--- config.mk ---
export PLATFORM = sky130hd
export DESIGN_NAME = uart_rx_param
export DESIGN_NICKNAME = d
export VERILOG_FILES = /design/src/rtl/uart_rx_param.sv
export SDC_FILE = /design/constraint.sdc
export NUM_CORES = 1
export LEC_CHECK = 0
export CAP_MARGIN = 20
export CORE_UTILIZATION = 53
export DETAILED_ROUTE_END_ITERATION = 16
export GPL_TIMING_DRIVEN = 0
export PLACE_DENSITY = 0.84
export SYNTH_ARGS = -nofsm -noshare
export SYNTH_HDL_FRONTEND = slang
export SYNTH_SLANG_ARGS = --single-unit
export TNS_END_PERCENT = 20
--- constraint.sdc ---
create_clock -name clk -period 1.8 [get_ports clk]
set_input_delay 0.27 -clock clk [delete_from_list [all_inputs] [get_ports clk]]
set_output_delay 0.27 -clock clk [all_outputs]
set_load 0.02 [all_outputs]
--- src/rtl/uart_rx_param.sv ---
// uart_rx_param: parametrised UART receiver, 2-FF synchroniser, 3-tap majority sampling, false-start rejection.
// Latency: valid_rx rises 1 clk after the last stop-bit decision (mid-stop + 1 sample).
// Backpressure: valid/ready; a frame completing while the word is still held is dropped and sets sticky overrun.
// Optional: define UART_RX_BREAK_DETECT_EN to add break_det and suppress delivery of all-zero (break) frames.
module uart_rx_param #(
  parameter int CLK_FREQ  = 50_000_000,
  parameter int BAUD      = 9600,
  parameter int DATA_BITS = 8,
  parameter int PARITY    = 1,
  parameter int STOP_BITS = 1
) (
  input  logic                 clk,
  input  logic                 reset,
  input  logic                 rxd,
  output logic [DATA_BITS-1:0] data_out,
  output logic                 valid_rx,
  input  logic                 ready,
  output logic                 parity_error,
  output logic                 stop_error,
  output logic                 overrun,
  output logic                 busy
`ifdef UART_RX_BREAK_DETECT_EN
  ,
  output logic                 break_det
`endif
);

  // Bit timing. The three majority taps sit around the bit centre.
  localparam int CLKS_PER_BIT = CLK_FREQ / BAUD;
  localparam int HALF         = CLKS_PER_BIT / 2;
  localparam int CW           = $clog2(CLKS_PER_BIT);
  localparam int BW           = $clog2(DATA_BITS + 1);

  localparam logic [CW-1:0] CNT_LAST = CW'(CLKS_PER_BIT - 1);
  localparam logic [CW-1:0] CNT_S0   = CW'(HALF - 1);
  localparam logic [CW-1:0] CNT_S1   = CW'(HALF);
  localparam logic [CW-1:0] CNT_S2   = CW'(HALF + 1);
  localparam logic [CW-1:0] CNT_ONE  = CW'(1);

  localparam logic [BW-1:0] DATA_LAST = BW'(DATA_BITS - 1);
  localparam logic [BW-1:0] STOP_LAST = BW'(STOP_BITS - 1);
  localparam logic [BW-1:0] BIT_ONE   = BW'(1);

  typedef enum logic [2:0] {
    ST_IDLE,
    ST_START,
    ST_DATA,
    ST_PARITY,
    ST_STOP
  } state_t;

  // Synchroniser and edge-detect history
  logic                 sync1_q;
  logic                 rxs_q;
  logic                 rxs_prev_q;

  // Receive state
  state_t               state_q;
  logic [CW-1:0]        baud_cnt_q;
  logic [BW-1:0]        bit_cnt_q;
  logic                 samp0_q;
  logic                 samp1_q;
  logic [DATA_BITS-1:0] shift_q;
  logic                 par_err_q;
  logic                 stop_err_q;

  // Idle qualification: the line must be seen high for a full bit before a start is trusted
  logic [CW-1:0]        idle_cnt_q;
  logic                 armed_q;

  // Output register and handshake state
  logic [DATA_BITS-1:0] data_q;
  logic                 valid_q;
  logic                 perr_out_q;
  logic                 serr_out_q;
  logic                 overrun_q;
  logic                 busy_q;

  // Derived per-cycle decisions
  logic                 sample_maj;
  logic                 at_decide;
  logic                 start_edge;
  logic                 frame_done;
  logic                 stop_err_fin;
  logic                 par_calc;
  logic                 accept;
  logic                 deliver;
  logic                 is_break;

`ifdef UART_RX_BREAK_DETECT_EN
  logic                 all_zero_q;
  logic                 all_zero_fin;
  logic                 break_q;
`endif

  assign sample_maj   = (samp0_q & samp1_q) | (samp0_q & rxs_q) | (samp1_q & rxs_q);
  assign at_decide    = (baud_cnt_q == CNT_S2);
  assign start_edge   = rxs_prev_q & ~rxs_q;
  assign frame_done   = (state_q == ST_STOP) && at_decide && (bit_cnt_q == STOP_LAST);
  assign stop_err_fin = stop_err_q | ~sample_maj;
  assign par_calc     = ^{shift_q, sample_maj};
  assign accept       = valid_q & ready;

`ifdef UART_RX_BREAK_DETECT_EN
  // A break is a frame whose every sampled bit (data, parity, stop) was 0
  assign all_zero_fin = all_zero_q & ~sample_maj;
  assign is_break     = frame_done & all_zero_fin;
  assign break_det    = break_q;
`else
  assign is_break     = 1'b0;
`endif

  assign deliver      = frame_done & ~is_break;

  assign data_out     = data_q;
  assign valid_rx     = valid_q;
  assign parity_error = perr_out_q;
  assign stop_error   = serr_out_q;
  assign overrun      = overrun_q;
  assign busy         = busy_q;

  // Bring rxd into the clk domain; reset to the idle level so no edge is seen out of reset
  always_ff @(posedge clk) begin
    if (reset) begin
      sync1_q    <= 1'b1;
      rxs_q      <= 1'b1;
      rxs_prev_q <= 1'b1;
    end else begin
      sync1_q    <= rxd;
      rxs_q      <= sync1_q;
      rxs_prev_q <= rxs_q;
    end
  end

  // Receive FSM, line arming, output register and valid/ready/overrun handshake
  always_ff @(posedge clk) begin
    if (reset) begin
      state_q    <= ST_IDLE;
      baud_cnt_q <= '0;
      bit_cnt_q  <= '0;
      samp0_q    <= 1'b1;
      samp1_q    <= 1'b1;
      shift_q    <= '0;
      par_err_q  <= 1'b0;
      stop_err_q <= 1'b0;
      idle_cnt_q <= '0;
      armed_q    <= 1'b0;
      data_q     <= '0;
      valid_q    <= 1'b0;
      perr_out_q <= 1'b0;
      serr_out_q <= 1'b0;
      overrun_q  <= 1'b0;
      busy_q     <= 1'b0;
`ifdef UART_RX_BREAK_DETECT_EN
      all_zero_q <= 1'b0;
      break_q    <= 1'b0;
`endif
    end else begin
`ifdef UART_RX_BREAK_DETECT_EN
      break_q <= is_break;
`endif

      // Consumer takes the held word; a completing frame below may override this
      if (accept) begin
        valid_q   <= 1'b0;
        overrun_q <= 1'b0;
      end

      // New word lands if the register is free or being emptied this cycle; otherwise it is lost
      if (deliver) begin
        if (!valid_q || ready) begin
          data_q     <= shift_q;
          perr_out_q <= par_err_q;
          serr_out_q <= stop_err_fin;
          valid_q    <= 1'b1;
        end else begin
          overrun_q  <= 1'b1;
        end
      end

      // Arming: count consecutive high cycles until one full bit time has elapsed
      if (is_break) begin
        armed_q    <= 1'b0;
        idle_cnt_q <= '0;
      end else if (!armed_q) begin
        if (rxs_q) begin
          if (idle_cnt_q == CNT_LAST) begin
            armed_q <= 1'b1;
          end else begin
            idle_cnt_q <= idle_cnt_q + CNT_ONE;
          end
        end else begin
          idle_cnt_q <= '0;
        end
      end

      // Baud counter free-runs within a frame, wrapping once per bit
      if (state_q != ST_IDLE) begin
        baud_cnt_q <= (baud_cnt_q == CNT_LAST) ? '0 : baud_cnt_q + CNT_ONE;
      end

      // The two early majority taps
      if (baud_cnt_q == CNT_S0) begin
        samp0_q <= rxs_q;
      end
      if (baud_cnt_q == CNT_S1) begin
        samp1_q <= rxs_q;
      end

      case (state_q)
        ST_IDLE: begin
          if (armed_q && start_edge) begin
            state_q    <= ST_START;
            baud_cnt_q <= '0;
            busy_q     <= 1'b1;
          end
        end

        ST_START: begin
          if (at_decide) begin
            if (sample_maj) begin
              // Glitch shorter than half a bit: not a real start
              state_q <= ST_IDLE;
              busy_q  <= 1'b0;
            end else begin
              state_q    <= ST_DATA;
              bit_cnt_q  <= '0;
              par_err_q  <= 1'b0;
              stop_err_q <= 1'b0;
`ifdef UART_RX_BREAK_DETECT_EN
              all_zero_q <= 1'b1;
`endif
            end
          end
        end

        ST_DATA: begin
          if (at_decide) begin
            shift_q <= {sample_maj, shift_q[DATA_BITS-1:1]};
`ifdef UART_RX_BREAK_DETECT_EN
            all_zero_q <= all_zero_q & ~sample_maj;
`endif
            if (bit_cnt_q == DATA_LAST) begin
              bit_cnt_q <= '0;
              state_q   <= (PARITY == 0) ? ST_STOP : ST_PARITY;
            end else begin
              bit_cnt_q <= bit_cnt_q + BIT_ONE;
            end
          end
        end

        ST_PARITY: begin
          if (at_decide) begin
            // Even: any odd count of ones over data+parity is an error; odd is the inverse
            par_err_q <= (PARITY == 2) ? ~par_calc : par_calc;
`ifdef UART_RX_BREAK_DETECT_EN
            all_zero_q <= all_zero_q & ~sample_maj;
`endif
            bit_cnt_q <= '0;
            state_q   <= ST_STOP;
          end
        end

        ST_STOP: begin
          if (at_decide) begin
            stop_err_q <= stop_err_fin;
`ifdef UART_RX_BREAK_DETECT_EN
            all_zero_q <= all_zero_fin;
`endif
            if (bit_cnt_q == STOP_LAST) begin
              // Leave at mid-stop so the next start edge is caught even with no gap
              state_q <= ST_IDLE;
              busy_q  <= 1'b0;
            end else begin
              bit_cnt_q <= bit_cnt_q + BIT_ONE;
            end
          end
        end

        default: begin
          state_q <= ST_IDLE;
          busy_q  <= 1'b0;
        end
      endcase
    end
  end

endmodule
=== After elaboration in Yosys (flattened, before gate mapping) ===
Cells that the tools add are included.

* Bits in read-only memories: 0
* Output and inout bits: 13
* Register bits after elaboration: 62
* Latch bits: 0
* RAM bits: 0
* Word-level logic and storage cells: 120
* Input bits: 4
* Memories kept: 0

* Add/sub/neg operators: 3
* Muxes and demuxes: 44
* Reductions and logical operators: 21
* $lt $le $gt $ge: 0
* Shift operators: 0
* Equal/unequal tests: 21
* Div/mod/pow operators: 0
* Bitwise gates (word level): 12
* Multipliers: 0

{| class="wikitable"
|+ Operator list
! kind !! number
|-
| 13-bit 2-to-1 mux || 6
|-
| 13-bit by 12-bit == test with 1-bit output (second input constant) || 3
|-
| 4-bit 2-to-1 mux || 7
|-
| 13-bit by 1-bit adder with 13-bit output (second input constant) || 2
|-
| 13-bit == test (second input constant) || 2
|-
| 3-bit 2-to-1 mux || 7
|-
| 2-bit inequality test (second input constant) || 10
|-
| 1-bit 2-to-1 mux || 18
|-
| 4-bit case mux with 4 select lines || 1
|-
| 3-bit case mux with 5 select lines || 1
|-
| 7-bit AND reduction || 2
|-
| 9-bit parity || 1
|-
| 4-bit AND reduction || 2
|-
| 3-bit by 2-bit == test with 1-bit output (second input constant) || 2
|-
| 2-bit AND reduction || 3
|-
| 6-bit AND reduction || 1
|-
| 1-bit bitwise AND || 5
|-
| 4-bit by 1-bit adder with 4-bit output (second input constant) || 1
|-
| 4-bit by 3-bit == test with 1-bit output (second input constant) || 1
|-
| 4-bit logical NOT || 1
|-
| 1-bit NOT || 4
|-
| 1-bit case mux with 2 select lines || 2
|-
| 1-bit case mux with 4 select lines || 1
|-
| 2-bit nonzero test || 2
|-
| 12 further kinds || 16
|}

=== Longest topological paths before layout ===
Gate-level depths: netlist of the first run.

* Depth in word-level cells: 7
* Depth in mapped cells: 8
* Mapped depth without buffers: 7

=== Worst setup path after synthesis of the first run ===
Ideal clock, no wire load.

* Path kind: reg2reg
* Start: register baud_cnt_q[8]
* End: register data_q[7], in the netlist data_out[7]
* Clock period less this slack: 1.902 ns
* Setup time: 0.128 ns
* Buffers on the path: 2
* Cell stages (with the launch flop): 8
* Path slack: -0.102 ns
* Arrival: 1.775 ns
* Data required time: 1.672 ns
* Cells stage by stage: dfxtp_1 -> buf_2 -> or2_4 -> nor4_4 -> nor3b_4 -> buf_6 -> mux2i_1 -> nor2_1

* Longest elaborated chain between the ends: 4

{| class="wikitable"
|+ RTL lines
! item !! RTL line !! RTL
|-
| start: declaration || 59 || <nowiki>logic [CW-1:0] baud_cnt_q;</nowiki>
|-
| start signal: assignment || 199 || <nowiki>baud_cnt_q <= (baud_cnt_q == CNT_LAST) ? '0 : baud_cnt_q + CNT_ONE;</nowiki>
|-
| 13-bit by 12-bit == test with 1-bit output || 97 || <nowiki>assign at_decide = (baud_cnt_q == CNT_S2);</nowiki>
|-
| 1-bit logical AND (2 in a row) || 99 || <nowiki>assign frame_done = (state_q == ST_STOP) && at_decide && (bit_cnt_q == STOP_LAST);</nowiki>
|-
| 2-bit AND reduction (no source line) || n/a ||
|-
| end signal: assignment || 172 || <nowiki>data_q <= shift_q;</nowiki>
|-
| end: declaration || 72 || <nowiki>logic [DATA_BITS-1:0] data_q;</nowiki>
|}

No other way between the ends.
A chain may end at the register's enable or synchronous reset.

=== Worst setup path after layout of the first run ===
* Start: register baud_cnt_q[6]
* End: register data_q[4], in the netlist data_out[4]

The elaborated chain is that of the path after synthesis.

==> results of run 1 <==
[synth_stat cells, types with 4 or more instances]
| cell | count | area share, % |
|---|---|---|
| dfxtp_1 | 62 | 40 |
| nor2_1 | 43 | 5.2 |
| nand2_1 | 34 | 4.1 |
| a21oi_1 | 23 | 3.7 |
| nand3_1 | 19 | 3.1 |
| xnor2_1 | 14 | 4.0 |
| o21ai_0 | 11 | 1.8 |
| clkbuf_1 | 10 | 1.2 |
| mux2i_1 | 10 | 3.2 |
| nor3_1 | 10 | 1.6 |
| a311oi_1 | 8 | 2.3 |
| inv_1 | 8 | 0.97 |
| buf_2 | 6 | 0.97 |
| ha_1 | 6 | 2.4 |
| nand2b_1 | 6 | 1.2 |
| nand4_1 | 6 | 1.2 |
| xor2_1 | 5 | 1.4 |
| a211oi_1 | 4 | 0.97 |
| a31oi_1 | 4 | 0.81 |
| nor4bb_1 | 4 | 1.3 |
| o211ai_1 | 4 | 0.97 |
[layer usage]
| metal | vias to the layer above | global-route usage [%] |
|---|---|---|
| met5 | - | 0 |
| met4 | 0 | 15.74 |
| met3 | 23 | 6.279 |
| met2 | 90 | 40.18 |
| met1 | 1373 | 31.35 |
| li1 | 1373 | - |
[repair_timing]
| action | CTS | global route |
|---|---|---|
| gates resized for setup | 24 | 17 |
| setup buffers | 11 | 0 |
| pin swaps | 13 | 3 |
| cloned | 0 | 0 |
| endpoints found under the setup margin | 42 | 43 |
[state kept, by name, indices dropped and copies added (netlist names), 3 cells and up]
name	count
bit_cnt_q	4
state_q	3
data_out	8
baud_cnt_q	13
shift_q	8
idle_cnt_q	13
[cell type report]
class,instances,share of cell area (%)
inverter,8,0.7965
sequential,62,33.22
timing repair buffer,26,6.173
clock inverter,7,2.755
buffer,14,2.157
multi-input combinational,272,49.22
tap,72,2.390
clock buffer,9,3.286
[cells by family after synthesis]
group,share of synthesized area (%)
AND/OR/NAND/NOR,28.45
AO/OA/AOI/OAI,15.87
flip-flops,40.26
buffers and inverters,3.653
XOR/XNOR,5.398
multiplexers,3.612
adder cells (fa/ha/maj),2.760
[metrics by stage]
stage | instances | util (%) | total power, mW
after global routing | 470 | 68.04 | 3.113
after detailed placement | 447 | 60.03 | 1.610
final | 470 | 68.04 | 3.007
after floorplan | 360 | - | 1.559
after CTS | 471 | 67.23 | 3.018
after global placement | 447 | 60.03 | 1.604
[critical path: stages (launching register included)]
cell     delay (ns)
dfxtp_4        0.36
or3b_4         0.41
nor4_4         0.29
nor3b_4        0.31
buf_6          0.20
mux2i_1        0.20
nor2_1         0.06
[power breakdown]
part	internal, mW	switching [mW]	leakage, nW	total, mW
clock	0.798	0.611	0.115	1.41
sequential	1.38	0.0193	0.503	1.40
combinational	0.0617	0.132	0.597	0.193
total	2.24	0.762	1.22	3.01
[worst max path at each step]
stage	from	end	slack (ns)
global placement	baud_cnt_q[2]	parity_error	-0.40
floorplan	baud_cnt_q[8]	data_out[7]	-0.10
global route	baud_cnt_q[5]	baud_cnt_q[5]	-0.24
CTS	baud_cnt_q[6]	data_out[4]	-0.12
detailed placement	baud_cnt_q[3]	data_out[4]	-0.44
finish	baud_cnt_q[6]	data_out[4]	-0.16
==> key figures, run 1 <==
Routing
  – Number of routed nets with antenna violations: 0
  – Highest Signal Layer: met4
  – Vias: 2859
  – Post-route DRC: 0
  – Drt wl/cell: around 16 um
  – M1 wire length: 3265 um
  – Drt first pass iters: 5
  – 1st-iter DRT viols: 184
  – WL final: 7431 um
  – Met3 WL: approximately 370 um
  – DR vias/cell: a little over 6
  – Metal2 WL: 3565 um

Placed design
  – Post-DP Area: 3326 um2
  – Worst slack at placement: -0.4423 ns
  – Port bufs: 15
  – Post-DP HPWL: 4719 um
  – Gpl congestion: 0.8831

Cells and area
  – Fin area: 3770 um2
  – Number of antenna diodes: 0
  – Most frequent cells in the layout: dfxtp_1 (55), nor2_1 (42), nand2_1 (33), a21oi_1 (21), nand3_1 (17)
  – Share of cells above drive strength 1: between 10% and 20%
  – Area grow syn2layout: 22.28%
  – Most common cell after layout, fill and taps aside: dfxtp_1
  – # fillers: 399
  – Footprint of the multi-input gates: 1856 um2
  – Register area: 1252 um2
  – Layout Nets: 403

Worst setup path
  – CP arrival: 2.19 ns
  – Worst R2R End: data_out[4]
  – Critical Path Source Type: flop
  – CP max FO: 10
  – R2R Path Start: baud_cnt_q[6]
  – Crit end category: flop
  – WP data required: 2.02 ns
  – R2R depth: 6
  – WS Path Type: reg -> reg
  – FF-to-FF setup slack: -0.16 ns

CTS
  – CTS H-tree depth: 3
  – Max Root-Sink Buffers: 2
  – Worst skew pair latency: approximately 0.35 ns
  – CTS tree: done
  – Clk pin slew, worst setup/hold paths: around 0.080 ns
  – Cts hold-fix bufs: 0
  – Num CTS Buffers: 9
  – Clk sink count: 62
  – Clock root buffer: clkbuf_8

Timing
  – Max-slew headroom: 51.53%
  – RSZ-0062 raised after global routing: true
  – Slew @ Worst Pin: about 0.72 ns
  – Period utilization: 109.1%
  – Clock skew: 0.01337 ns
  – Fin crit period: ~2 ns
  – Final hold violation count: 0
  – Final hold slack: roughly 0.4 ns
  – Final TNS setup: -1.929 ns
  – Highest clock rate: 509.4 MHz
  – Final setup vio count: 20
  – Final max-slew violation count: 0
  – Post-route setup slack: -0.1633 ns

GRT
  – Total congestion overflow: 0
  – Total GRT Usage: 25.55%
  – First-pass GRT wire length: 12390 um
  – Initial antenna violation count: 0
  – Vias in the first global route: approximately 2800
  – Largest net degree at the start of global routing: 14

Floorplan
  – Area of the core: 5540 um2
  – Initial core utilization: 55.65%
  – Ports: 17
  – Die height: 78.27 um
  – Horiz. Die Dim: 78.27 um
  – Row count: 27
  – Die ar.: 6126 um2

Yosys
  – Yosys cell types: 57
  – Number of enable flip-flop cells after synthesis: 0
  – Post-synth top flop: dfxtp_1
  – Syn nets: 370
  – Sequential element share of the synthesized area: 40.26%
  – Syn Inst Count: 360
  – YS warnings: 0
  – Yosys reg bits: 62
  – Cell Area, Synth: just over 3000 um2
  – Asr flop ratio synth: 0%
  – Post-synthesis area per instance: ~8.6 um2

Min path
  – Worst hold path class: in -> reg
  – Hold Startpoint: reset
  – Worst hold path stage count: 3
  – Hold Path End: rxs_prev_q

Job
  – MaxCap Viol Count: 0

Power and ir drop
  – P_leak: around 1.2 nW
  – Maximum VDD drop: between 400 and 500 uV
  – P per Cell Area: around 800 nW/um2

Run status
  – Failing checks: setup timing
  – Status: finished with violations
(Power assumes the default switching activity.)
==> run 2: changes to the inputs <==
--- a/config.mk
+++ b/config.mk
@@ -5,11 +5,12 @@
 export SDC_FILE = /design/constraint.sdc
 export NUM_CORES = 1
 export LEC_CHECK = 0
-export CAP_MARGIN = 20
 export CORE_UTILIZATION = 53
 export DETAILED_ROUTE_END_ITERATION = 16
 export GPL_TIMING_DRIVEN = 0
 export PLACE_DENSITY = 0.84
+export SETUP_SLACK_MARGIN = 0.3
+export SKIP_CTS_REPAIR_TIMING = 1
 export SYNTH_ARGS = -nofsm -noshare
 export SYNTH_HDL_FRONTEND = slang
 export SYNTH_SLANG_ARGS = --single-unit
==> run 2 against run 1 <==
The run still ends with setup timing left. Hold slack improved by 0.014 ns. Die area stayed put. Cell area decreased by 1.1%. Sequential power is essentially flat. Combinational power rose by 2%. Global-route usage shrank 0.66 points. Clock skew is 0.0030 ns lower. Critical path type unchanged. Largest power group is now registers.
==> key figures, run 2 (same netlist as run 1, synthesis figures left out) <==
Power and ir drop
  – P per Cell Area: 771.2 nW/um2 (-3.3%)
  – Design Power: 2.874 mW (-4.4%)
  – Maximum VDD drop: 556.2 uV (+15%)
  – P_leak: 1.196 nW (-1.6%)

Placed design
  – Placed Cells: 447 (unchanged)
  – Port bufs: 15 (unchanged)
  – Post-DP Area: 3346 um2 (+0.60%)
  – Post-DP HPWL: 4700 um (-0.41%)
  – Gpl congestion: 0.8754 (-0.87%)

Routing
  – Vias: 2830 (-1.0%)
  – 1st-iter DRT viols: 189 (+2.7%)
  – DR vias/cell: 5.996 (-1.4%)
  – WL final: 7383 um (-0.65%)
  – Number of routed nets with antenna violations: 0 (unchanged)
  – Drt wl/cell: 15.64 um (-1.1%)
  – Post-route DRC: 0 (unchanged)
  – Drt first pass iters: 5 (unchanged)

Worst setup path
  – Critical Path Source Type: flop
  – WP data required: 2.02 ns (about the same)
  – Worst R2R End: data_out[1]
  – Crit-path leading delay family: simple AND/OR/NAND/NOR gates
  – CP bufs+invs: 1 (unchanged)
  – Crit end category: flop
  – Max stage delay on crit path: 0.42 ns (about the same)
  – CP arrival: 2.35 ns (+0.16 ns)
  – R2R depth: 6 (unchanged)
  – WS Path Type: reg -> reg
  – CP max FO: 5 (-5)
  – Crit path max-delay cell type: or3b_4
  – R2R Path Start: baud_cnt_q[11]
  – FF-to-FF setup slack: -0.33 ns (-0.17 ns)
  – Worst-path cell chain: or3b_4, nor4_4, nor3b_4, buf_6, mux2i_2, nor2_1

Timing
  – Clock skew: 0.01037 ns (-0.002996 ns)
  – Final hold violation count: 0 (unchanged)
  – Fin crit period: 2.130 ns (+0.1666 ns)
  – Max-slew headroom: 48.86% (-2.7 points)
  – Slew @ Worst Pin: 0.7590 ns (+0.03688 ns)
  – Highest clock rate: 469.5 MHz (-7.8%)
  – Final TNS setup: -3.711 ns (-1.782 ns)
  – RSZ-0062 raised after global routing: true
  – Post-route setup slack: -0.3299 ns (-0.1666 ns)
  – Final max-slew violation count: 0 (unchanged)
  – Final hold slack: 0.4151 ns (+0.01376 ns)
  – Period utilization: 118.3% (+9.3 points)
  – Final setup vio count: 19 (-5.0%)

CTS
  – Clk pin slew, worst setup/hold paths: 0.08 ns (about the same)
  – Clk sink count: 62 (unchanged)
  – Worst skew pair latency: 0.35 ns (about the same)
  – Clock root buffer: clkbuf_8
  – Max Root-Sink Buffers: 2 (unchanged)
  – Num CTS Buffers: 9 (unchanged)
  – CTS tree: done
  – CTS H-tree depth: 3 (unchanged)

Cells and area
  – Biggest regs: baud_cnt_q: 13 flops, idle_cnt_q: 13 flops
  – # fillers: 423 (+6.0%)
  – Layout Nets: 405 (+0.50%)
  – Number of antenna diodes: 0 (unchanged)
  – Most frequent cells in the layout: dfxtp_1 (57), nor2_1 (42), nand2_1 (33), a21oi_1 (22), nand3_1 (19)
  – Most common cell after layout, fill and taps aside: dfxtp_1
  – Share of cells above drive strength 1: 16.75% (-1.3 points)
  – Fin area: 3727 um2 (-1.1%)
  – Finished Layout Cells: 472 (+0.43%)
  – Area grow syn2layout: 20.90%

Run status
  – Failing checks: setup timing
  – Status: finished with violations

Floorplan
  – Area of the core: 5540 um2 (unchanged)
  – Die ar.: 6126 um2 (unchanged)
  – Ports: 17 (unchanged)
  – Row count: 27 (unchanged)
  – Die height: 78.27 um (unchanged)
  – Horiz. Die Dim: 78.27 um (unchanged)
  – Initial core utilization: 55.65% (unchanged)

Min path
  – Hold Path End: rxs_q
  – Hold Startpoint: sync1_q
  – Worst hold path class: reg -> reg
  – Worst hold path stage count: 1 (-2)

GRT
  – Largest net degree at the start of global routing: 14 (unchanged)
  – Initial antenna violation count: 0 (unchanged)
  – Total GRT Usage: 24.89% (-0.66 points)
  – First-pass GRT wire length: 11860 um (-4.3%)
  – Total congestion overflow: 0 (unchanged)
  – Vias in the first global route: 2568 (-6.8%)

Job
  – MaxCap Viol Count: 0 (unchanged)
==> run 2: metal layers <==
layer	wire, um	track usage [%]
met3	315	6.279
met4	204	14.26
met2	3664	40.18
met5	0	0
met1	3199	30.00
==> run 2: cell type report <==
class / count / area, um2 / area share (%)
plain buffers: 18 / 103.9 / 2.786
clock buffers: 9 / 123.9 / 3.323
clock inverters: 7 / 81.33 / 2.182
inverters: 8 / 30.03 / 0.8056
multi-input cells: 272 / 1826 / 48.98
flip-flops and latches: 62 / 1255 / 33.67
well taps: 72 / 90.09 / 2.417
repair buffers: 24 / 217.7 / 5.841
==> run 2: how the worst max path moves through the flow <==
stage	slack, ns	start	to	cells past startpoint
final	-0.33	baud_cnt_q[11]	data_out[1]	6
after global routing	-0.39	baud_cnt_q[11]	data_out[1]	6
after CTS	-0.53	baud_cnt_q[3]	data_out[0]	7
after detailed placement	-0.49	baud_cnt_q[3]	data_out[0]	7
after global placement	-0.41	baud_cnt_q[2]	data_out[5]	7
after floorplan	-0.08	baud_cnt_q[8]	data_out[7]	7
==> run 2: report_power, final <==
| group | leakage, nW | internal [mW] | switching, mW | total [mW] |
|---|---|---|---|---|
| sequential | 0.504 | 1.38 | 0.0183 | 1.40 |
| clock | 0.100 | 0.655 | 0.621 | 1.28 |
| combinational | 0.592 | 0.0623 | 0.135 | 0.197 |
==> run 2: stage by stage <==
stage | util [%] | worst slack, ns
after floorplan | - | -0.08441
after global placement | 60.39 | -0.4145
after detailed placement | 60.39 | -0.4910
after CTS | 64.09 | -0.5262
after global routing | 67.28 | -0.3900
final | 67.28 | -0.3299
==> run 2: worst register-to-register path, stage by stage, from the launching register on <==
cell	delay, ns
dfxtp_4	0.37
or3b_4	0.42
nor4_4	0.34
nor3b_4	0.38
buf_6	0.19
mux2i_2	0.23
nor2_1	0.07
==> variant 1: new RTL, flow settings as in run 1 <==
Build with the macro `UART_RX_BREAK_DETECT_EN` defined.
--- a/src/rtl/uart_rx_param.sv
+++ b/src/rtl/uart_rx_param.sv
@@ -4,2 +4,4 @@
 // Optional: define UART_RX_BREAK_DETECT_EN to add break_det and suppress delivery of all-zero (break) frames.
+`define UART_RX_BREAK_DETECT_EN
+
 module uart_rx_param #(
Check against the original RTL (old outputs only; new: break_det): no difference found for any inputs over 10 cycles, from zero or initial values and one cycle with reset high; that may be too few to reach the edited logic, so the function may still have changed.
==> variant 1 against run 1 <==
- the flow still finishes with violations (setup timing)
- final area rose by 6.8%
- cell count rose by 0.85%
- die area rose by 1.7%
- power fell by 4.9%
- routed wire length rose by 2.5%
- synthesized area rose by 1.7%
- worst setup slack improved by 0.039 ns
- sequential cell count rose by 2
- utilization rose by 3.8 points
- sequential share of layout area fell by 0.84 points
- non-clock buffer count rose by 18
- count of clock-buffer cells in the layout rose by 3
- hold slack improved by 0.022 ns
==> variant 1: results (changes against run 1) <==
================================================================================
#MultiIn Comb .....................................................          255   -6.3%
Met3 wirelength from detailed routing .............................       415 um   +12%
Count of inverters other than clock inverters in the layout .......            9   +1
Portion of the layout cell area used by clock cells ...............       0.0457   -0.0147
Post-route setup TNS ..............................................     -1.24 ns   +0.686 ns
Post-synthesis sequential area ratio ..............................        0.408   +0.00586
Gp weighted congestion ............................................        0.863   -2.3%
CP max stage delay ................................................      0.35 ns   -0.06 ns
Run status ........................................................ complete, but fails checks
Cell types with the highest counts after synthesis ................ dfxtp_1, nor2_1, nand2_1, mux2i_1, a21oi_1
Number of distinct library cells after synthesis ..................           58   +1.8%
Number of I/O port buffers ........................................           17   +2
Mean cell area of the mapped netlist ..............................   9.04 sq um   +5.6%
Violations in the final reports ................................... setup timing
Wire length of the first global-routing pass ......................     12300 um   -0.67%
Leading post-synthesis cells by cell area ......................... dfxtp_1, mux2i_1, nor2_1
Final setup fails .................................................           17   -15%
Final setup slack of the worst path ...............................    -0.124 ns   +0.0389 ns
Startpoint of the tightest hold check path ........................      sync1_q
Net Switching .....................................................   0.000748 W   -1.9%
Final #Nets .......................................................          407   +0.99%
Top fanout value on the critical path .............................            5   -5
Final-layout fill cell count ......................................          386   -3.3%
Fraction of final layout cells with drive strength greater than 1 .        0.254   +0.0728
Multi-input combinational area share ..............................        0.471   -0.0208
Routed length on met2 .............................................      3540 um   -0.70%
Slew at the pin closest to its max-slew limit .....................     0.500 ns   -0.222 ns
All-layer global routing usage ....................................        0.253   -0.00233
Wl on met1 ........................................................      3470 um   +6.3%
Setup WS pre-CTS ..................................................    -0.359 ns   +0.0836 ns
Seq_cells .........................................................           64   +3.2%
Met3 track demand over resource in global routing .................       0.0552   -0.00762
Hold-critical path endpoint .......................................        rxs_q
================================================================================
==> variant 1: cell types whose count changed after synthesis, moves of 5 or more <==
cell            run 1  this run
and3_1              1        12
nand2_1            34        23
mux2i_1            10        19
nand3_1            19        12
nor3_1             10         4
a21oi_1            23        18
nor2_1             43        48
o21ai_0            11         6
==> variant 1: cells by family (layout without fill, tap and decap cells) <==
kind of cell    count (synthesis)  count (layout)  share of synthesized area
simple gates                  148             148                      0.252
flops                          64              64                      0.408
compound gates                 60              60                      0.144
buf+inv                        28              83                     0.0483
xor+xnor                       20              20                     0.0558
mux                            20              20                     0.0642
fa+ha+maj                       7               7                     0.0275
==> variant 1: timing repair <==
item	4_1_cts	5_1_grt
resized for setup	45	30
endpoints found under the setup margin	51	50
pin swaps	7	6
cloned	1	1
buffers inserted	15	6
==> variant 1: per-stage QoR <==
step / cells / utilization
floorplan: 347 / -
global placement: 436 / 0.607
detailed placement: 436 / 0.607
CTS: 467 / 0.690
global route: 474 / 0.718
finish: 474 / 0.718
==> variant 2: new RTL, config.mk and constraints of run 1 <==
Made on the original files. Re-encode `state_t` (5 states) as one-hot, 5 bits wide.
--- a/src/rtl/uart_rx_param.sv
+++ b/src/rtl/uart_rx_param.sv
@@ -43,8 +43,8 @@
 
-  typedef enum logic [2:0] {
-    ST_IDLE,
-    ST_START,
-    ST_DATA,
-    ST_PARITY,
-    ST_STOP
+  typedef enum logic [4:0] {
+    ST_IDLE   = 5'b00001,
+    ST_START  = 5'b00010,
+    ST_DATA   = 5'b00100,
+    ST_PARITY = 5'b01000,
+    ST_STOP   = 5'b10000
   } state_t;
Behaviour: no difference found for any inputs over 10 cycles, from zero or initial values and one cycle with reset high; not proved beyond that.
==> variant 2 against run 1 <==
- the flow still finishes with violations (setup timing)
- cell count increased by 4.3%
- hold slack better by 0.014 ns
- sequential cell count rose by 2
- synthesized area rose by 3.9%
- final area grew 1.0%
- worst setup slack lost 0.18 ns
- fmax fell by 8.3%
- routed wire length fell by 4.0%
- critical path depth unchanged
Power is not compared: it rests on default switching activity, and its combinational part moved more than twofold at a synthesized area within 25%.
==> variant 2: results (changes against run 1) <==
================================================================================
Run status ........................................................ complete, but fails checks
Violations in the final reports ................................... setup timing
Met3 track demand over resource in global routing .................       0.0686   +0.00578
Via count of the first global-routing pass ........................         2599   -5.6%
Number of I/O port buffers ........................................           15   unchanged
Slew at the pin closest to its max-slew limit .....................     0.709 ns   -0.0128 ns
Fraction of final layout cells with drive strength greater than 1 .        0.146   -0.0350
Final-layout fill cell count ......................................          473   +19%
Cell types with the highest counts after synthesis ................ dfxtp_1, nor2_1, nand2_1, a21oi_1, nand3_1
Gp weighted congestion ............................................        0.914   +3.5%
Count of non-filler cells in the finished layout ..................          490   +4.3%
Post-route setup TNS ..............................................     -6.97 ns   -5.04 ns
Wire length of the first global-routing pass ......................     12000 um   -3.0%
Worst R2R Path Depth ..............................................            6   unchanged
Number of distinct library cells after synthesis ..................           55   -3.5%
Placed insts ......................................................          470   +5.1%
All-layer global routing usage ....................................        0.246   -0.00994
Hold-critical path endpoint .......................................      samp0_q
Total leakage power ...............................................      1.39 nW
Type of the worst min-delay path .................................. input port to flip-flop
Clock skew ........................................................   0.00994 ns   -0.00343 ns
Post-synthesis sequential area ratio ..............................        0.400   -0.00275
CP max stage delay ................................................      0.55 ns   +0.14 ns
Hold-critical path depth ..........................................            3   unchanged
Met2 demand-to-capacity share in global routing ...................        0.404   +0.00252
Met3 wirelength from detailed routing .............................       331 um   -11%
Destination of the worst register-to-register timing path ......... bit_cnt_q[3]
Top fanout value on the critical path .............................            6   -4
Area fraction of the dominant cell type after synthesis ...........        0.400   -0.00275
DP Wirelength .....................................................      4760 um   +0.78%
Final setup fails .................................................           43   +110%
Source of the worst register-to-register timing path .............. baud_cnt_q[10]
Final #Nets .......................................................          423   +5.0%
DRC marker count from the first detailed-route iteration ..........          238   +29%
Router iterations before antenna repair ...........................            4   -1
Final setup slack of the worst path ...............................    -0.341 ns   -0.178 ns
Clock buffer count from CTS .......................................            9   unchanged
Number of nets in the synthesized netlist .........................          393   +6.2%
Routed length on met2 .............................................      3410 um   -4.5%
Via-to-Cell Ratio .................................................         5.83   -4.1%
Leading post-synthesis cells by cell area ......................... dfxtp_1, nor2_1, a21oi_1
GR Util met1 ......................................................        0.300   -0.0135
Wl on met1 ........................................................      3320 um   +1.6%
Mean cell area of the mapped netlist ..............................   8.37 sq um   -2.3%
Pin count of the biggest net entering global routing ..............           13   -1
Routed len/inst ...................................................      14.6 um   -7.9%
Slowest CP cell ...................................................       or4b_4
Setup WS pre-CTS ..................................................    -0.561 ns   -0.119 ns
Placement Cell Area ...............................................   3460 sq um   +3.9%
Arrival time worst endpoint .......................................      2.41 ns   +0.22 ns
================================================================================
variant 2: cell count changes in the layout (fill, tap and decap cells not counted), sizes merged, moves of 4 or more:
cell | run 1 | this run
or3 | 3 | 7
a21oi | 23 | 28
buf | 16 | 7
clkbuf | 18 | 26
nor2b | 3 | 7
nand2b | 6 | 2
a311oi | 8 | 2
and2 | 3 | 8
and3 | 1 | 8
variant 2: layout make-up:
class / count / area share
clock inverters: 7 / 0.0191
well taps: 72 / 0.0237
flip-flops and latches: 64 / 0.339
multi-input cells: 287 / 0.492
plain buffers: 19 / 0.0306
clock buffers: 9 / 0.0325
repair buffers: 20 / 0.0513
inverters: 12 / 0.0118
variant 2: what timing repair did:
item,in CTS,in global routing
gates resized for setup,29,11
pin swaps,9,6
buffers inserted,5,0
endpoints found under the setup margin,45,49
variant 2: per-stage QoR:
stage / util / total power (W) / hold WS [ns]
floorplan: - / 0.00230 / 0.371
global placement: 0.609 / 0.00250 / 0.403
detailed placement: 0.609 / 0.00253 / 0.404
CTS: 0.666 / 0.00385 / 0.398
global route: 0.671 / 0.00408 / 0.439
finish: 0.671 / 0.00387 / 0.415
variant 2: power by group:
group	switching (W)	internal [W]	leakage, nW	total [W]
registers	0.0000552	0.00149	0.521	0.00154
logic	0.000664	0.000436	0.773	0.00110
clock network	0.000594	0.000638	0.0952	0.00123
variant 2: logic make-up (layout without fill, tap and decap cells):
group	Yosys count	after routing	synth area share
and+or+nand+nor	172	172	0.294
AOI/OAI and AO/OA	74	74	0.143
DFF	64	64	0.400
buffers and inverters	32	67	0.0375
xor gates and xnor gates	19	19	0.0519
muxes	15	15	0.0476
adders and majority gates	7	7	0.0266
